## src/rtl/elevator_ctrl_n.sv

```systemverilog
// elevator_ctrl_n - multi-floor elevator car controller.
//
// Floor calls are latched into a pending bitmap and served in SCAN order:
// the car keeps its heading while calls remain beyond it, then reverses.
// Floor-to-floor travel and door dwell are timed with down-counters.
// Power loss, emergency stop and overweight (door hold) are handled here.
//
// Ports:
//   clk           rising-edge clock
//   reset         asynchronous active-low reset
//   power_ok      mains/generator present (0 forces NO_POWER)
//   emer_stop     emergency stop, level sensitive
//   peak_hour     suppresses the overweight door hold
//   call_valid    call strobe, one call per cycle
//   call_floor    requested floor
//   total_weight  car load sensor
//   door_obstruct door sensor blocked
//   cur_floor     current floor (registered)
//   direction     00 none, 01 up, 10 down (registered)
//   moving        car travelling (registered)
//   door_open     door command (registered)
//   weight_alert  load at/over threshold outside peak hour (combinational)
//   pending       outstanding call bitmap (registered)
//   call_err      one-cycle pulse for a rejected call (registered)
module elevator_ctrl_n #(
  parameter int NUM_FLOORS    = 16,
  parameter int FLOOR_W       = 4,
  parameter int WEIGHT_W      = 10,
  parameter int MAX_WEIGHT    = 1000,
  parameter int TRAVEL_CYCLES = 4,
  parameter int DOOR_CYCLES   = 8
) (
  input  logic                  clk,
  input  logic                  reset,
  input  logic                  power_ok,
  input  logic                  emer_stop,
  input  logic                  peak_hour,
  input  logic                  call_valid,
  input  logic [FLOOR_W-1:0]    call_floor,
  input  logic [WEIGHT_W-1:0]   total_weight,
  input  logic                  door_obstruct,
  output logic [FLOOR_W-1:0]    cur_floor,
  output logic [1:0]            direction,
  output logic                  moving,
  output logic                  door_open,
  output logic                  weight_alert,
  output logic [NUM_FLOORS-1:0] pending,
  output logic                  call_err
);

  typedef enum logic [2:0] {
    ST_NO_POWER  = 3'd0,
    ST_IDLE      = 3'd1,
    ST_MOVE      = 3'd2,
    ST_DOOR_OPEN = 3'd3,
    ST_EMERGENCY = 3'd4
  } state_t;

  localparam logic [1:0] DIR_NONE = 2'b00;
  localparam logic [1:0] DIR_UP   = 2'b01;
  localparam logic [1:0] DIR_DOWN = 2'b10;

  localparam int TCNT_W = $clog2(TRAVEL_CYCLES + 1);
  localparam int DCNT_W = $clog2(DOOR_CYCLES + 1);

  // Counters are loaded with N-1 so that expiry lands exactly N edges later.
  localparam logic [TCNT_W-1:0] TCNT_LOAD = TCNT_W'(TRAVEL_CYCLES - 1);
  localparam logic [TCNT_W-1:0] TCNT_ONE  = TCNT_W'(1);
  localparam logic [TCNT_W-1:0] TCNT_ZERO = {TCNT_W{1'b0}};
  localparam logic [DCNT_W-1:0] DCNT_LOAD = DCNT_W'(DOOR_CYCLES - 1);
  localparam logic [DCNT_W-1:0] DCNT_ONE  = DCNT_W'(1);
  localparam logic [DCNT_W-1:0] DCNT_ZERO = {DCNT_W{1'b0}};

  localparam logic [NUM_FLOORS-1:0] ONE_HOT0   = {{(NUM_FLOORS-1){1'b0}}, 1'b1};
  localparam logic [NUM_FLOORS-1:0] PEND_ZERO  = {NUM_FLOORS{1'b0}};
  localparam logic [FLOOR_W-1:0]    TOP_FLOOR  = FLOOR_W'(NUM_FLOORS - 1);
  localparam logic [FLOOR_W-1:0]    FLOOR_ONE  = FLOOR_W'(1);
  localparam logic [FLOOR_W-1:0]    FLOOR_ZERO = {FLOOR_W{1'b0}};

  // Bitmap of floors strictly below f.
  function automatic logic [NUM_FLOORS-1:0] mask_below(input logic [FLOOR_W-1:0] f);
    mask_below = (ONE_HOT0 << f) - ONE_HOT0;
  endfunction

  // Bitmap of floors strictly above f.
  function automatic logic [NUM_FLOORS-1:0] mask_above(input logic [FLOOR_W-1:0] f);
    mask_above = ~(mask_below(f) | (ONE_HOT0 << f));
  endfunction

  state_t                  state_r;
  logic                    last_up_r;
  logic [TCNT_W-1:0]       tcnt_r;
  logic [DCNT_W-1:0]       dcnt_r;

  logic                    call_in_range_s;
  logic                    call_ok_s;
  logic                    call_here_s;
  logic [NUM_FLOORS-1:0]   call_bits_s;
  logic [NUM_FLOORS-1:0]   pend_next_s;
  logic [NUM_FLOORS-1:0]   cur_bit_s;
  logic                    above_s;
  logic                    below_s;
  logic                    at_edge_s;
  logic [FLOOR_W-1:0]      next_floor_s;
  logic [NUM_FLOORS-1:0]   next_bit_s;
  logic                    arrive_hit_s;
  logic                    beyond_s;

  assign weight_alert = (total_weight >= WEIGHT_W'(MAX_WEIGHT)) && !peak_hour;

  // Call qualification plus look-ahead for planning and arrival decisions
  always_comb begin
    call_in_range_s = (32'(call_floor) < 32'(NUM_FLOORS));
    call_ok_s       = call_valid && call_in_range_s && (state_r != ST_NO_POWER);
    // A call to the floor the car is standing at is served by the door, not latched.
    call_here_s     = call_ok_s && (call_floor == cur_floor) &&
                      ((state_r == ST_IDLE) || (state_r == ST_DOOR_OPEN));
    if (call_ok_s && !call_here_s) begin
      call_bits_s = ONE_HOT0 << call_floor;
    end else begin
      call_bits_s = PEND_ZERO;
    end
    pend_next_s = pending | call_bits_s;
    cur_bit_s   = ONE_HOT0 << cur_floor;
    above_s     = |(pending & mask_above(cur_floor));
    below_s     = |(pending & mask_below(cur_floor));

    if (direction == DIR_UP) begin
      at_edge_s    = (cur_floor == TOP_FLOOR);
      next_floor_s = cur_floor + FLOOR_ONE;
    end else if (direction == DIR_DOWN) begin
      at_edge_s    = (cur_floor == FLOOR_ZERO);
      next_floor_s = cur_floor - FLOOR_ONE;
    end else begin
      at_edge_s    = 1'b1;
      next_floor_s = cur_floor;
    end
    next_bit_s   = ONE_HOT0 << next_floor_s;
    arrive_hit_s = |(pend_next_s & next_bit_s);
    if (direction == DIR_DOWN) begin
      beyond_s = |(pend_next_s & mask_below(next_floor_s));
    end else begin
      beyond_s = |(pend_next_s & mask_above(next_floor_s));
    end
  end

  // Controller FSM: power/emergency overrides first, then normal service
  always_ff @(posedge clk or negedge reset) begin
    if (!reset) begin
      state_r   <= ST_NO_POWER;
      cur_floor <= FLOOR_ZERO;
      direction <= DIR_NONE;
      moving    <= 1'b0;
      door_open <= 1'b0;
      pending   <= PEND_ZERO;
      call_err  <= 1'b0;
      last_up_r <= 1'b1;
      tcnt_r    <= TCNT_ZERO;
      dcnt_r    <= DCNT_ZERO;
    end else begin
      call_err <= call_valid && (!call_in_range_s || (state_r == ST_NO_POWER));

      if (!power_ok) begin
        state_r   <= ST_NO_POWER;
        direction <= DIR_NONE;
        moving    <= 1'b0;
        door_open <= 1'b0;
        pending   <= PEND_ZERO;
        tcnt_r    <= TCNT_ZERO;
        dcnt_r    <= DCNT_ZERO;
      end else if (emer_stop) begin
        state_r   <= ST_EMERGENCY;
        direction <= DIR_NONE;
        moving    <= 1'b0;
        tcnt_r    <= TCNT_ZERO;
        pending   <= pend_next_s;
        // Door may only open if the car is level with a floor.
        case (state_r)
          ST_IDLE, ST_DOOR_OPEN: door_open <= 1'b1;
          ST_EMERGENCY:          door_open <= door_open;
          default:               door_open <= 1'b0;
        endcase
      end else begin
        case (state_r)
          ST_NO_POWER: begin
            state_r <= ST_IDLE;
          end

          ST_IDLE: begin
            if (call_here_s || (|(pending & cur_bit_s))) begin
              state_r   <= ST_DOOR_OPEN;
              door_open <= 1'b1;
              dcnt_r    <= DCNT_LOAD;
              pending   <= pend_next_s & ~cur_bit_s;
            end else if (|pending) begin
              state_r <= ST_MOVE;
              moving  <= 1'b1;
              tcnt_r  <= TCNT_LOAD;
              pending <= pend_next_s;
              if (last_up_r && above_s) begin
                direction <= DIR_UP;
                last_up_r <= 1'b1;
              end else if (below_s) begin
                direction <= DIR_DOWN;
                last_up_r <= 1'b0;
              end else begin
                direction <= DIR_UP;
                last_up_r <= 1'b1;
              end
            end else begin
              pending   <= pend_next_s;
              direction <= DIR_NONE;
            end
          end

          ST_MOVE: begin
            pending <= pend_next_s;
            if (tcnt_r != TCNT_ZERO) begin
              tcnt_r <= tcnt_r - TCNT_ONE;
            end else if (at_edge_s) begin
              // Never step past the shaft ends; fall back to re-planning.
              state_r   <= ST_IDLE;
              moving    <= 1'b0;
              direction <= DIR_NONE;
            end else begin
              cur_floor <= next_floor_s;
              if (arrive_hit_s) begin
                // Clearing wins over a same-cycle call: the open door serves it.
                pending   <= pend_next_s & ~next_bit_s;
                state_r   <= ST_DOOR_OPEN;
                door_open <= 1'b1;
                moving    <= 1'b0;
                dcnt_r    <= DCNT_LOAD;
              end else if (beyond_s) begin
                tcnt_r <= TCNT_LOAD;
              end else begin
                state_r   <= ST_IDLE;
                moving    <= 1'b0;
                direction <= DIR_NONE;
              end
            end
          end

          ST_DOOR_OPEN: begin
            pending <= pend_next_s;
            if (call_here_s || door_obstruct || weight_alert) begin
              dcnt_r <= DCNT_LOAD;
            end else if (dcnt_r == DCNT_ZERO) begin
              state_r   <= ST_IDLE;
              door_open <= 1'b0;
              direction <= DIR_NONE;
            end else begin
              dcnt_r <= dcnt_r - DCNT_ONE;
            end
          end

          ST_EMERGENCY: begin
            state_r   <= ST_IDLE;
            door_open <= 1'b0;
            direction <= DIR_NONE;
            pending   <= pend_next_s;
          end

          default: begin
            state_r   <= ST_NO_POWER;
            direction <= DIR_NONE;
            moving    <= 1'b0;
            door_open <= 1'b0;
            pending   <= PEND_ZERO;
          end
        endcase
      end
    end
  end

endmodule

```

## config.mk

```make
export PLATFORM = sky130hd
export DESIGN_NAME = elevator_ctrl_n
export DESIGN_NICKNAME = d
export VERILOG_FILES = /design/src/rtl/elevator_ctrl_n.sv
export SDC_FILE = /design/constraint.sdc
export NUM_CORES = 1
export LEC_CHECK = 0
export ABC_CLOCK_PERIOD_IN_PS = 13600
export CORE_MARGIN = 2
export CORE_UTILIZATION = 52
export DETAILED_ROUTE_END_ITERATION = 10
export GPL_TIMING_DRIVEN = 0
export PLACE_DENSITY = 0.79
export REMOVE_ABC_BUFFERS = 1
export SLEW_MARGIN = 20
export SYNTH_ARGS = -nofsm -noshare
export SYNTH_HDL_FRONTEND = slang
export SYNTH_SLANG_ARGS = --single-unit
```

## constraint.sdc

```tcl
create_clock -name clk -period 13.6 [get_ports clk]
set_clock_uncertainty 0.15 [all_clocks]
set_input_delay 2.04 -clock clk [delete_from_list [all_inputs] [get_ports clk]]
set_output_delay 2.04 -clock clk [all_outputs]
set_load 0.02 [all_outputs]
```

==> flow_summary.yaml, run 1 <==
run_status:
  status: "complete, no violations"
clock_tree:
  cts_root_buffer: "clkbuf_8"
  cts_buffers: 5
  numClockSinks: 36
  cts_max_level: 2
  cts_tree: "built"
  postCtsSetupBuffers: 0
  post_cts_resized: 0
  postCtsHoldBufs: 0
  cts.clk_slew.worst_paths_ns: 0.09
  clk_path_buf_depth: 2
  clock_latency_ns: 0.30
placement:
  numPortBuffers: 43
  dp_cells: 695
  place_ws_ns: 7.609
  gp_congestion: 0.9903
  dpl.hpwl_um: 11940
floorplanning:
  dieArea_um2: 9257
  rows: 33
  die_height_um: 96.22
  core_um2: 8217
  io_pins: 47
  die_w_um: 96.22
  start_util_pct: 53.81
drt:
  drt_iter0_drc: 728
  dr.pass1.iters: 6
  drt_wl_total_um: 15730
  antenna_left: 0
  wl_per_cell_um: 22.38
  drc: 0
  vias_per_cell: 7.174
  vias: 5043
setup_path:
  worst_setup_path_end_kind: "output port"
  setup.worst_path.start: "total_weight[5]"
  cp-start-kind: "input port"
  crit_top_cell: "clkdlybuf4s50_1"
  arrival_ns: 3.84
  regToRegStartpoint: "cur_floor[0]"
  cpPeakStageDelay_ns: 0.73
  critPathRequiredTime_ns: 11.41
  crit_type: "in -> out"
  cp_slowest_cell: "clkdlybuf4s50_1"
  crit_chain: "clkdlybuf4s50_1, nand4_1, nor4b_1, clkdlybuf4s50_1"
  crit_fanout: 3
  rr_worst_depth: 16
global_routing:
  grt_antenna_before_repair: 0
  grt_max_degree: 32
  grt_pass1_wl_um: 24490
  grt_pass1_vias: 4538
  grt_busiest_layer: "met2"
  use_met3_pct: 7.753
  overflow: 0
  grt_usage_pct: 34.95
  use_met2_pct: 50.23
  grt_use_met1_pct: 49.95
synthesis:
  synthCells: 582
  yosysMostFrequentCell: "nand2_1"
  ys_ff_latch: 36
  syn_avg_cell_area_um2: 7.597
  ys_warn_count: 0
  synth-main-ff-cell: "dfrtp_1"
  synth_top_area_share_pct: 19.81
  synth_area_um2: 4422
  synth_top_cell_by_area: "dfrtp_1"
  synth.distinct_cells: 75
  async_flop_share_pct: 100.0
  yosys-top-cells-count: "nand2_1, a21oi_1, nor2_1"
  synth_edf_count: 0
  seq_area_frac_synth_pct: 20.40
  synthTopCellsByArea: "dfrtp_1, ha_1, a21oi_1"
final_layout:
  final_util_pct: 60.58
  fill_cells: 744
  syn_to_final_growth_pct: 12.56
  instances_no_fill: 703
  layout-drive-gt1-share_pct: 6.020
  fin_nets: 655
  diodes: 0
sta:
  final_max_slew_viol_count: 0
  fmax_mhz: 165.9
  fin_ws_ns: 7.573
  rsz0062_at_grt: "no"
  tightest_slew_ns: 1.116
  period_needed_ns: 6.027
  setup-violations-final: 0
  slew_headroom_pct: 25.33
  hold_violations: 0
  setup_tns_ns: 0
  fin_crit_sh_pct: 44.31
power_and_ir_drop:
  powerDensity_nw_per_um2: 56.09
  vdd_drop_max_v: 0.00004466
  p_leak_nw: 1.832
worst_hold_path:
  worst_hold_startpoint: "tcnt_r[2]"
  hold_class: "reg -> reg"
  hold_depth: 2
flow_run:
  maxCapViolations: 0
==> layout make-up <==
class | count | area (um2) | share of cell area (%)
Tap cell | 105 | 131.4 | 2.640
Sequential cell | 36 | 902.1 | 18.12
Inverter | 31 | 116.4 | 2.338
Clock buffer | 5 | 68.82 | 1.383
Multi-Input combinational cell | 479 | 3259 | 65.49
Clock inverter | 3 | 46.29 | 0.9301
Timing Repair Buffer | 44 | 452.9 | 9.100
==> where the power goes <==
| group | internal (mW) | switching [mW] | leakage, nW |
|---|---|---|---|
| Sequential | 0.111 | 0.00557 | 0.486 |
| Combinational | 0.0224 | 0.0363 | 1.29 |
| Clock | 0.0553 | 0.0482 | 0.0548 |
==> stage by stage <==
| step | hold slack (ns) | power [mW] | area, um2 |
|---|---|---|---|
| final | 0.3613 | 0.2792 | 4977 |
| after global routing | 0.3873 | 0.2894 | 4977 |
| after CTS | 0.3678 | 0.2771 | 4977 |
| after detailed placement | 0.3458 | 0.1759 | 4862 |
| after global placement | 0.3376 | 0.1736 | 4832 |
| after floorplan | 0.3082 | 0.1510 | 4270 |
==> cells in the final DEF (no fill, tap or decap), drive strengths merged, types with 3 or more instances in the layout <==
cell and count:
clkdlybuf4s50 42, a22oi 13, a211oi 18, nor3 18, clkbuf 5, a221oi 5, xor2 4, nand2 49
a21oi 47, nand3 35, or3 10, and3b 3, ha 37, a41oi 4, o311ai 4, nand2b 16
or4b 4, a2bb2oi 3, a222oi 3, a31oi 14, nor2b 11, o31ai 5, and2 6, nand4 6
o211ai 8, and3 8, mux2i 3, dfrtp 35, nor2 41, o2111ai 4, xnor2 7, o21ai 32
mux2 6, a22o 7, inv 31, nor4 10, o22ai 6
==> per-layer routing <==
layer,part of all wire [%],routed length (um)
met1,41,6495
met3,12,1929
met2,42,6611
met4,4.4,693
met5,0,0
==> cells by family after synthesis <==
| kind of cell | Yosys count | share of synthesized area (%) |
|---|---|---|
| compound gates | 196 | 31.81 |
| simple gates | 226 | 26.71 |
| flops | 36 | 20.40 |
| buf+inv | 67 | 6.055 |
| xor+xnor | 11 | 2.349 |
| fa+ha+maj | 37 | 10.47 |
| mux | 9 | 2.207 |
==> worst max-delay path, delay by kind of cell <==
family | cells | cell delay (ns)
buffers and inverters | 2 | 1.19
and+or+nand+nor | 2 | 0.61
==> path summary, 6_finish.rpt <==
kind                           endpoint  slack (ns)
setup / recovery           weight_alert        7.57
hold / removal                tcnt_r[2]        0.36
setup reg to reg             state_r[0]        7.77
hold reg to reg               tcnt_r[2]        0.36
max in group asynchronous     last_up_r       11.25
min in group asynchronous      call_err        1.52
==> flip-flops by register name, summed over array words and instances, names as in the netlist <==
| name | flops |
|---|---|
| dcnt_r | 4 |
| direction | 2 |
| call_err | 1 |
| pending | 16 |
| cur_floor | 4 |
| state_r | 3 |
| tcnt_r | 3 |
| moving | 1 |
| door_open | 1 |
| last_up_r | 1 |
No activity file was read; power rests on OpenSTA's default activity.
==> inputs of run 2 (changes only) <==
--- a/config.mk
+++ b/config.mk
@@ -5,12 +5,12 @@
 export SDC_FILE = /design/constraint.sdc
 export NUM_CORES = 1
 export LEC_CHECK = 0
-export ABC_CLOCK_PERIOD_IN_PS = 13600
+export ABC_CLOCK_PERIOD_IN_PS = 5260
 export CORE_MARGIN = 2
 export CORE_UTILIZATION = 52
 export DETAILED_ROUTE_END_ITERATION = 10
 export GPL_TIMING_DRIVEN = 0
-export PLACE_DENSITY = 0.79
+export PLACE_DENSITY = 0.82
 export REMOVE_ABC_BUFFERS = 1
 export SLEW_MARGIN = 20
 export SYNTH_ARGS = -nofsm -noshare
==> constraint.sdc (replaced) <==
create_clock -name clk -period 5.26 [get_ports clk]
set_clock_uncertainty 0.15 [all_clocks]
set_input_delay 0.789 -clock clk [delete_from_list [all_inputs] [get_ports clk]]
set_output_delay 0.789 -clock clk [all_outputs]
set_load 0.02 [all_outputs]
==> run 2 against run 1 <==
  * Sequential share of layout area decreased by 0.094 points
  * Non-clock buffer count is 3 higher
  * Power rose to 2.6 times the previous value
  * First-iteration DRC count fell by 11%
  * Cell area is 1.1% higher
  * Worst hold slack worse by 0.087 ns
  * Final cell count is 0.43% higher
  * Setup slack worse by 7.3 ns
  * Largest power group unchanged
  * Highest routed layer unchanged
==> flow_summary.yaml, run 2 (synthesized netlist as in run 1, its figures left out) <==
run_status:
  status: "complete, no violations"
final_layout:
  syn_to_final_growth_pct: 13.78
  final-seq-area_um2: 907.1
  fill_cells: 752
  largest_register_ffs: 16
  regMostFlops: "pending"
  stdcell_area_um2: 5031
  diodes: 0
  instances_no_fill: 706
  reg_top3: "pending (16), cur_floor (4), dcnt_r (4)"
  final_cell_mix: "nand2_1, clkdlybuf4s50_1, nor2_1, a21oi_1, ha_1"
  fin_nets: 658
  layout-drive-gt1-share_pct: 7.488
  layout_commonest_cell: "nand2_1"
  multi_input_area_um2: 3286
power_and_ir_drop:
  powerDensity_nw_per_um2: 142.2
  totalPowerFinal_mw: 0.7156
  vdd_drop_max_v: 0.0001141
  p_leak_nw: 1.842
clock_tree:
  cts_buffers: 5
  postCtsHoldBufs: 0
  cts_max_level: 2
  cts_root_buffer: "clkbuf_8"
  clk_path_buf_depth: 2
  numClockSinks: 36
  cts.clk_slew.worst_paths_ns: 0.09
  cts_tree: "built"
  clock_latency_ns: 0.30
floorplanning:
  rows: 33
  io_pins: 47
  die_height_um: 96.22
  die_w_um: 96.22
  start_util_pct: 53.81
  dieArea_um2: 9257
  core_um2: 8217
drt:
  wl_per_cell_um: 22.34
  antenna_left: 0
  vias: 5101
  dr.pass1.iters: 6
  vias_per_cell: 7.225
  drt_wl_total_um: 15770
  drt_iter0_drc: 645
  drc: 0
sta:
  period_needed_ns: 4.981
  fin_ws_ns: 0.2787
  rsz0062_at_grt: "no"
  final_max_slew_viol_count: 0
  tightest_slew_ns: 1.101
  hold_violations: 0
  setup-violations-final: 0
  fin_crit_sh_pct: 94.70
  slew_headroom_pct: 26.36
  fmax_mhz: 200.7
global_routing:
  grt_usage_pct: 35.26
  grt_use_met1_pct: 48.24
  use_met3_pct: 7.753
  use_met2_pct: 51.22
  grt_antenna_before_repair: 0
  overflow: 0
  grt_busiest_layer: "met2"
  grt_max_degree: 32
  grt_pass1_wl_um: 24830
  grt_pass1_vias: 4651
placement:
  numPortBuffers: 43
  dpl.hpwl_um: 11760
  dp_cells: 695
  gp_congestion: 0.9864
  place_area_um2: 4862
  place_ws_ns: -0.3133
setup_path:
  crit_type: "reg -> reg"
  arrival_ns: 5.02
  rr_worst_depth: 16
  critPathRequiredTime_ns: 5.30
  crit_fanout: 13
  cp-start-kind: "flip-flop"
  worst_setup_path_end_kind: "flip-flop"
flow_run:
  maxCapViolations: 0
worst_hold_path:
  hold_class: "in -> async"
-- run 2: changes by cell type in the layout (fill, tap and decap cells not counted), sizes merged --
cell / delta
buf: +3
-- run 2: critical path: stages, from the launching register on --
cell      delay [ns]
dfrtp_2         0.53
inv_1           0.18
ha_1            0.27
ha_1            0.28
nor2_1          0.07
a211oi_4        0.42
nand3_1         0.28
ha_1            0.31
o21ai_0         0.11
ha_1            0.22
mux2i_1         0.08
o311ai_0        0.40
nand4b_1        0.18
o2111a_1        0.17
a32oi_2         0.38
or4b_1          0.52
a221o_1         0.34
-- run 2: area by class of cell --
| cell class | instances | area share [%] |
|---|---|---|
| Multi-Input combinational cell | 479 | 65.31 |
| Sequential cell | 36 | 18.03 |
| Tap cell | 105 | 2.611 |
| Clock inverter | 3 | 0.9202 |
| Inverter | 31 | 2.313 |
| Timing Repair Buffer | 47 | 9.450 |
| Clock buffer | 5 | 1.368 |
-- run 2: metal layers --
layer	wire length [um]	part of all wire (%)	vias up
met5	0	0	-
met4	870	5.5	0
met3	1989	13	87
met2	6642	42	388
met1	6266	40	2372
li1	-	-	2254
-- run 2: path summary, 6_finish.rpt --
path	from	end	slack (ns)
worst max-delay path	cur_floor[0]	state_r[0]	0.28
worst max register to register	cur_floor[0]	state_r[0]	0.28
max in group asynchronous	reset	last_up_r	4.15
min in group clk	last_up_r	last_up_r	0.37
worst min-delay path	reset	call_err	0.27
worst min register to register	last_up_r	last_up_r	0.37
-- run 2: power breakdown --
part / switching (mW) / internal [mW] / leakage, nW / total [mW]
clock network: 0.118 / 0.143 / 0.0548 / 0.261
registers: 0.0146 / 0.288 / 0.480 / 0.303
logic: 0.0931 / 0.0590 / 1.31 / 0.152
total: 0.226 / 0.490 / 1.84 / 0.716
-- run 2: repair_timing --
| item | 4_1_cts | 5_1_grt |
|---|---|---|
| gates resized for setup | 1 | 6 |
| pin swaps | 1 | 0 |
| buffers inserted | 3 | 0 |
| setup endpoints to repair | 4 | 8 |
| endpoints found under the hold margin | 0 | 0 |
-- run 2: through the flow --
stage | setup TNS (ns) | hold WS (ns) | utilization, %
final | 0 | 0.2739 | 61.23
after global routing | 0 | 0.2884 | 61.23
after CTS | 0 | 0.2800 | 60.94
after detailed placement | -0.6429 | 0.3444 | 59.17
after global placement | -2.291 | 0.3350 | 58.81
after floorplan | 0 | 0.3082 | -
==> inputs of run 3 (changes only) <==
--- a/config.mk
+++ b/config.mk
@@ -6,11 +6,13 @@
 export NUM_CORES = 1
 export LEC_CHECK = 0
 export ABC_CLOCK_PERIOD_IN_PS = 5260
+export CELL_PAD_IN_SITES_DETAIL_PLACEMENT = 0
+export CELL_PAD_IN_SITES_GLOBAL_PLACEMENT = 1
 export CORE_MARGIN = 2
-export CORE_UTILIZATION = 52
+export CORE_UTILIZATION = 39
 export DETAILED_ROUTE_END_ITERATION = 10
 export GPL_TIMING_DRIVEN = 0
-export PLACE_DENSITY = 0.82
+export PLACE_DENSITY = 0.83
 export REMOVE_ABC_BUFFERS = 1
 export SLEW_MARGIN = 20
 export SYNTH_ARGS = -nofsm -noshare
==> run 3 against run 2 <==
  * Power is 13% higher
  * Final cell count up 5.0%
  * Sequential power is essentially flat
  * Via count shrank 4.7%
  * Global-route usage fell by 9.2 points
  * Core utilization fell by 14 points
  * First-iteration DRC count shrank 32%
  * Sequential cell count did not move
  * Worst hold slack worse by 0.028 ns
==> flow_summary.yaml, run 3 (synthesized netlist as in run 1, its figures left out) <==
drt:
  drt_iter0_drc: 437
  wl_per_cell_um: 22.22
  drt_wl_total_um: 16470
  vias: 4859
  antenna_left: 0
  dr.pass1.iters: 5
  vias_per_cell: 6.557
  drc: 0
setup_path:
  regToRegStartpoint: "cur_floor[0]"
  arrival_ns: 5.03
  worst_setup_path_end_kind: "flip-flop"
  setup.worst_path.start: "cur_floor[0]"
  crit_type: "reg -> reg"
  critPathRequiredTime_ns: 5.28
  crit_fanout: 13
  cp-start-kind: "flip-flop"
placement:
  dp_cells: 730
  dpl.hpwl_um: 12540
  gp_congestion: 0.9933
  place_area_um2: 4898
  place_ws_ns: -0.3706
  numPortBuffers: 43
global_routing:
  grt_antenna_before_repair: 0
  grt_usage_pct: 26.08
  grt_pass1_vias: 4660
  overflow: 0
  grt_max_degree: 32
  grt_pass1_wl_um: 25740
clock_tree:
  cts_max_level: 2
  clock_latency_ns: 0.28
  cts.clk_slew.worst_paths_ns: 0.06
  cts_root_buffer: "clkbuf_16"
  postCtsHoldBufs: 0
  clk_path_buf_depth: 2
  cts_tree: "built"
  numClockSinks: 36
  cts_buffers: 5
final_layout:
  instances_no_fill: 741
  syn_to_final_growth_pct: 15.68
  diodes: 0
  largest_register_ffs: 16
  fin_nets: 658
  layout_commonest_cell: "nand2_1"
  stdcell_area_um2: 5115
  final_util_pct: 46.77
  final_cell_mix: "nand2_1, clkdlybuf4s50_1, a21oi_1"
  layout-drive-gt1-share_pct: 7.654
  reg_top3: "pending (16), cur_floor (4), dcnt_r (4)"
  regMostFlops: "pending"
power_and_ir_drop:
  powerDensity_nw_per_um2: 157.9
  p_leak_nw: 1.861
  totalPowerFinal_mw: 0.8075
  vdd_drop_max_v: 0.0001097
sta:
  fin_crit_sh_pct: 95.27
  slew_headroom_pct: 29.54
  setup_tns_ns: 0
  final_max_slew_viol_count: 0
  setup-violations-final: 0
  fmax_mhz: 199.5
  rsz0062_at_grt: "no"
  period_needed_ns: 5.011
  fin_ws_ns: 0.2487
  hold_violations: 0
  whs_ns: 0.2459
  tightest_slew_ns: 1.050
floorplanning:
  io_pins: 47
  start_util_pct: 40.43
  die_w_um: 110.5
  rows: 38
  die_height_um: 110.5
  core_um2: 10940
  dieArea_um2: 12210
run_status:
  status: "complete, no violations"
flow_run:
  maxCapViolations: 0
worst_hold_path:
  hold_class: "in -> async"
run 3: cell types whose count changed in the layout (fill, tap and decap cells not counted):
| cell | delta |
|---|---|
| buf_12 | +1 |
| nor2_2 | +1 |
| nor2_1 | -1 |
| buf_16 | -1 |
| clkbuf_8 | -5 |
| xor2_4 | -1 |
| xor2_2 | +1 |
| clkbuf_16 | +5 |
run 3: final timing paths:
path,slack [ns],cells past startpoint,endpoint
max in group asynchronous,4.20,2,last_up_r
hold reg to reg,0.36,1,door_open
min in group clk,0.36,1,door_open
hold / removal,0.25,1,dcnt_r[0]
setup / recovery,0.25,15,state_r[0]
setup reg to reg,0.25,15,state_r[0]
run 3: worst max-delay path, cell delays in order (launching register included):
cell,delay (ns)
dfrtp_2,0.52
inv_1,0.18
ha_1,0.41
mux2i_1,0.31
a22o_1,0.36
nand3_1,0.23
ha_1,0.33
o21ai_0,0.11
ha_1,0.23
mux2i_1,0.08
o311ai_0,0.40
nand4b_1,0.18
o2111a_1,0.17
a32oi_2,0.37
or4b_1,0.52
a221o_1,0.34
run 3: area by class of cell:
type	instances	area, um2
fill	1129	5821
multi-input combinational	479	3277
sequential	36	907.1
timing repair buffer	47	467.9
tap	140	175.2
clock buffer	5	125.1
inverter	31	116.4
clock inverter	3	46.29
run 3: timing repair:
action | in CTS | in global routing
endpoints found under the setup margin | 4 | 5
pin swaps | 1 | 0
resized for setup | 1 | 5
setup buffers | 3 | 0
run 3: routing by layer:
layer / wire length, um / vias to the layer above / global-route usage (%) / share of wire (%)
li1: - / 2252 / - / -
met1: 6900 / 2300 / 35.63 / 42
met2: 7347 / 266 / 40.00 / 45
met3: 1679 / 41 / 5.488 / 10
met4: 541 / 0 / 10.75 / 3.3
met5: 0 / - / 0 / 0
run 3: report_power, final:
group | switching, mW | internal, mW | total [mW]
Clock | 0.126 | 0.225 | 0.351
Sequential | 0.0139 | 0.288 | 0.302
Combinational | 0.0956 | 0.0583 | 0.154
Total | 0.236 | 0.572 | 0.807
